## src/rtl/song_reader.sv

```systemverilog
// Walks a song ROM and hands each {note, duration} entry to note_player, one per done_with_note.
// Define SONG_LOOP_EN to restart at entry 0 instead of stopping in DONE.
module song_reader #(
  parameter int SONG_SEL_WIDTH = 2,
  parameter int INDEX_WIDTH    = 5,
  parameter int NOTE_WIDTH     = 6,
  parameter int DUR_WIDTH      = 6
) (
  input  logic                                  clk,
  input  logic                                  reset,
  input  logic                                  play,
  input  logic [SONG_SEL_WIDTH-1:0]             song_sel,
  input  logic                                  done_with_note,
  output logic [SONG_SEL_WIDTH+INDEX_WIDTH-1:0] rom_addr,
  input  logic [NOTE_WIDTH+DUR_WIDTH-1:0]       rom_data,
  output logic [NOTE_WIDTH-1:0]                 note_to_load,
  output logic [DUR_WIDTH-1:0]                  duration_to_load,
  output logic                                  load_new_note,
  output logic                                  song_done
);

  typedef enum logic [2:0] {
    S_IDLE,
    S_FETCH,
    S_CHECK,
    S_LOAD,
    S_WAIT,
    S_DONE
  } state_t;

  localparam logic [INDEX_WIDTH-1:0] INDEX_MAX = '1;

  state_t                    state, state_nxt;
  logic [SONG_SEL_WIDTH-1:0] song_reg, song_nxt;
  logic [INDEX_WIDTH-1:0]    index, index_nxt;
  logic [NOTE_WIDTH-1:0]     note_nxt;
  logic [DUR_WIDTH-1:0]      dur_nxt;
  logic                      end_marker;

  assign end_marker = (rom_data == '0);
  assign rom_addr   = {song_reg, index};

  always_ff @(posedge clk or negedge reset) begin
    if (!reset) begin
      state            <= S_IDLE;
      song_reg         <= '0;
      index            <= '0;
      note_to_load     <= '0;
      duration_to_load <= '0;
    end else begin
      state            <= state_nxt;
      song_reg         <= song_nxt;
      index            <= index_nxt;
      note_to_load     <= note_nxt;
      duration_to_load <= dur_nxt;
    end
  end

  always_comb begin
    state_nxt     = state;
    song_nxt      = song_reg;
    index_nxt     = index;
    note_nxt      = note_to_load;
    dur_nxt       = duration_to_load;
    load_new_note = 1'b0;
    song_done     = 1'b0;
    case (state)
      S_IDLE: begin
        if (play) begin
          song_nxt  = song_sel;
          index_nxt = '0;
          state_nxt = S_FETCH;
        end
      end
      S_FETCH: begin
        if (play) state_nxt = S_CHECK;
      end
      S_CHECK: begin
        if (play) begin
          if (end_marker) begin
`ifdef SONG_LOOP_EN
            index_nxt = '0;
            state_nxt = S_FETCH;
`else
            state_nxt = S_DONE;
`endif
          end else begin
            // A rest (note 0, nonzero duration) is loaded like any other note.
            note_nxt  = rom_data[NOTE_WIDTH+DUR_WIDTH-1:DUR_WIDTH];
            dur_nxt   = rom_data[DUR_WIDTH-1:0];
            state_nxt = S_LOAD;
          end
        end
      end
      S_LOAD: begin
        load_new_note = 1'b1;
        state_nxt     = S_WAIT;
      end
      S_WAIT: begin
        if (done_with_note && play) begin
          if (index == INDEX_MAX) begin
`ifdef SONG_LOOP_EN
            index_nxt = '0;
            state_nxt = S_FETCH;
`else
            state_nxt = S_DONE;
`endif
          end else begin
            index_nxt = index + INDEX_WIDTH'(1);
            state_nxt = S_FETCH;
          end
        end
      end
      S_DONE: begin
        song_done = 1'b1;
        if (!play) state_nxt = S_IDLE;
      end
      default: state_nxt = S_IDLE;
    endcase
  end

endmodule

```

## config.mk

```make
export PLATFORM = sky130hd
export DESIGN_NAME = song_reader
export DESIGN_NICKNAME = d
export VERILOG_FILES = /design/src/rtl/song_reader.sv
export SDC_FILE = /design/constraint.sdc
export NUM_CORES = 1
export LEC_CHECK = 0
export BUFFER_PORTS_ARGS = -buffer_cell sky130_fd_sc_hd__buf_4
export CORE_ASPECT_RATIO = 1.4
export CORE_MARGIN = 5
export CORE_UTILIZATION = 30
export CTS_CLUSTER_DIAMETER = 60
export DETAILED_ROUTE_END_ITERATION = 12
export HOLD_SLACK_MARGIN = 0.1
export SYNTH_ARGS = -nofsm -noshare
export SYNTH_HDL_FRONTEND = slang
export SYNTH_SLANG_ARGS = --single-unit
```

## constraint.sdc

```tcl
create_clock -name clk -period 4.2 [get_ports clk]
set_input_delay 0.84 -clock clk [delete_from_list [all_inputs] [get_ports clk]]
set_output_delay 0.84 -clock clk [all_outputs]
set_load 0.02 [all_outputs]
```

==> impl_summary.md <==
Cells and area
The library cells used most frequently in the layout, excluding fill and tap cells, are 38 x buf_4, 22 x dfrtp_1, 12 x a22o_1, 6 x inv_1, 4 x nor4_1. The largest registers in the layout are duration_to_load: 6 flops, note_to_load: 6 flops, index: 5 flops. At the end of the flow the core is filled with cells to 0.4098. The net count of the finished layout is 151. The number of filler cells placed in the layout is 356. 0 antenna diodes ended up in the layout. The area growth from synthesis to layout is 34.71%. The most common cell after layout, fill and taps aside is buf_4. The proportion of layout cells with a drive suffix above 1 is 0.3846. The final instance area is 1466 um^2.

Critical path
The kind of critical path is register to output pin. The kind of start point of the critical path is a register. The required time of the critical path is 3.36 ns. The highest net fanout along the worst path is 15.

STA puts the critical path data arrival time at 1.45 ns. The worst setup path is captured at an output pin.

STA
The worst path meets setup with 1.911 ns of slack. Derived from the worst setup path, the maximum achievable clock frequency is 0.4370 GHz. Dividing the final minimum period by the clock period gives 0.5449.

The maximum clock skew at final layout is 0.001115 ns. The worst slew margin relative to its limit is 0.6648. Setup repair after global routing left no endpoint under its margin.

The sum of negative setup slack is 0 ns. For the pin with the worst max-slew slack, the measured transition is 0.5028 ns. The setup violation total in the final timing report is 0. The worst path needs 2.289 ns of the cycle, external delays included. The max-slew violation count is 0. The final count of hold timing violations came to 0.

Drt
After detailed routing, the average wire length per cell comes to 14.97 um. The vias per cell is 5.116. The initial detailed-routing violation count is 19. The remaining antenna violation count after routing is 0. The sum of routed wire length over all layers is 2574 um. Summing over every cut layer, the via total after detailed routing is 880. The detailed-router iteration count before antenna repair is 4. For this run, design rule violations remaining after detail routing come to 0.

Die
The floorplan step defined a die boundary enclosing 4950 um^2. The chip height is 81.28 um. 39 I/O pins were placed.

The area of the core region is 3578 um^2. The effective utilization at floorplan is 0.3042. The floorplan has 26 rows. The floorplan step set the die width to 60.91 um.

Placed design
Input and output buffers added on the ports amount to 38. The placed wire-length estimate after detailed placement is 1963 um. The worst slack after detailed placement is 2.108 ns. The congestion estimate from routability-driven global placement came to 0.6813. The post-detailed-placement cell area is 1395 um^2.

Synth
The net count after synthesis is 114. Synthesis inferred 22 register bits. The sequential-to-total area share from yosys stat is 0.5057. In this run the mean area of a mapped cell was 11.58 um^2. Counting distinct cell types in the post-synthesis netlist gives 36.

The area of the mapped netlist is 1089 um^2. Ranked by total cell area, the synthesized netlist is headed by dfrtp_1 51%, a22o_1 9.7%, mux2_2 3.1%. The number of instances in the synthesized netlist is 94. Of the post-synthesis cell area, the dominant cell type holds 0.5057. Of all cell types, the one taking the most synthesized area is dfrtp_1. During synthesis, Yosys emitted a total of 0 warnings.

Clock network
The number of buffers on the longest clock path is 2. The TritonCTS clock tree is yes. The clock net in this run drives a total of 22 sinks.

The clock tree root buffer cell is clkbuf_8. The buffers inserted during post-CTS setup optimization is 0. The clock reaches the later pin of the worst-skew pair after 0.26 ns. Once the clock tree was built, the resizer swapped 0 gates to a different size. The number of CTS-inserted buffers is 3. The clock transition at the registers of the reported paths is 0.08 ns. The hold-fix buffer count after cts is 0. The level count of the clock H-tree is 1.

Global routing
After global routing the overflow that remains totals 0. The global routing met2 resource utilization is 0.1852. The global-route wire length before repair is 4181 um. The initial antenna violation count is 0.

Entering global routing, the biggest net connects 23 pins. The global routing usage summed across all routing layers is 0.1108. The global-route met3 utilization is 0.01908. The via count of the first global-routing pass was 915. The met1 routing resource usage after global routing is 0.1391. The most crowded layer after global routing is met2.

Hold path
The class of the worst hold path is input pin to asynchronous set/reset pin.

Power and ir drop
The worst vdd rail ir drop is 359.1 uV. In this run the static leakage power is 0.7025 nW. Dividing total power by cell area gives a power density of 674.8 nW/um^2. The design draws 989.6 uW.

Job
Across the run, the number of max-cap violations was 0.

Run status
The run finished with clean final reports.
## worst max-delay path, cell delays in order (launching register included)
cell	delay [ns]
dfrtp_1	0.66
inv_1	0.18
nor3_1	0.18
buf_4	0.17
## kinds of logic after synthesis
kind of cell,synth area share
XOR/XNOR,0.008047
adder cells (fa/ha/maj),0.02298
AO/OA/AOI/OAI,0.1920
buffers and inverters,0.04942
multiplexers,0.04942
flip-flops,0.5057
AND/OR/NAND/NOR,0.1724
## where the power goes
group / switching, mW / total (mW) / internal [mW]
logic: 0.206 / 0.413 / 0.207
clock network: 0.0668 / 0.194 / 0.127
registers: 0.0898 / 0.382 / 0.292
total: 0.363 / 0.990 / 0.627
## through the flow
step                      hold WS (ns)  std cells
after floorplan                 0.5444         94
after global placement          0.4887        168
after global routing            0.4723        172
after detailed placement        0.4851        168
final                           0.4543        172
after CTS                       0.4612        172
## metal layers
metal,vias to the layer above,part of all wire
met2,15,0.53
met4,0,0.0074
met1,438,0.43
li1,425,-
met3,2,0.032
met5,-,0
## path summary, 6_finish.rpt
check                                           startpoint                              end  slack (ns)  depth (start not counted)
setup / recovery                      state[2]$_DFFE_PN0P_                        song_done        1.91                          3
hold / removal                                       reset             index[1]$_DFFE_PN0P_        0.45                          1
setup reg to reg                      index[0]$_DFFE_PN0P_             index[3]$_DFFE_PN0P_        2.21                          6
hold reg to reg            duration_to_load[3]$_DFFE_PN0P_  duration_to_load[3]$_DFFE_PN0P_        0.51                          1
max in group asynchronous                            reset      note_to_load[3]$_DFFE_PN0P_        3.53                          1
min in group clk           duration_to_load[3]$_DFFE_PN0P_  duration_to_load[3]$_DFFE_PN0P_        0.51                          1
## synthesized netlist by cell type
| cell | n |
|---|---|
| nor2_1 | 1 |
| o221ai_1 | 1 |
| buf_2 | 4 |
| nand2b_1 | 2 |
| o32ai_1 | 1 |
| nor4b_1 | 2 |
| and3_1 | 1 |
| a31o_2 | 1 |
| nand3b_1 | 1 |
| a21oi_2 | 1 |
| nor4_1 | 4 |
| a32o_1 | 2 |
| a211o_1 | 1 |
| a21oi_1 | 1 |
| nand4bb_1 | 1 |
| clkbuf_1 | 1 |
| and2_1 | 1 |
| o21ai_0 | 3 |
| a22o_1 | 12 |
| a211oi_2 | 1 |
| nand3_1 | 2 |
| xnor2_1 | 1 |
| nor3_1 | 1 |
| buf_4 | 1 |
| nor2b_1 | 3 |
| mux2i_1 | 2 |
| nor4b_2 | 1 |
| nand2_1 | 3 |
| inv_1 | 6 |
| and4_1 | 1 |
| or3b_4 | 1 |
| o21bai_1 | 1 |
| mux2_2 | 3 |
| dfrtp_1 | 22 |
| ha_1 | 2 |
| and3b_1 | 2 |
## layout make-up
cell class / count / area, um^2 / area share
clock inverter: 1 / 30.03 / 0.02048
timing repair buffer: 38 / 285.3 / 0.1945
clock buffer: 3 / 41.29 / 0.02816
inverter: 6 / 22.52 / 0.01536
multi-input combinational: 60 / 484.2 / 0.3302
tap: 42 / 52.55 / 0.03584
sequential: 22 / 550.5 / 0.3754
No activity file was read; power rests on OpenSTA's default activity.
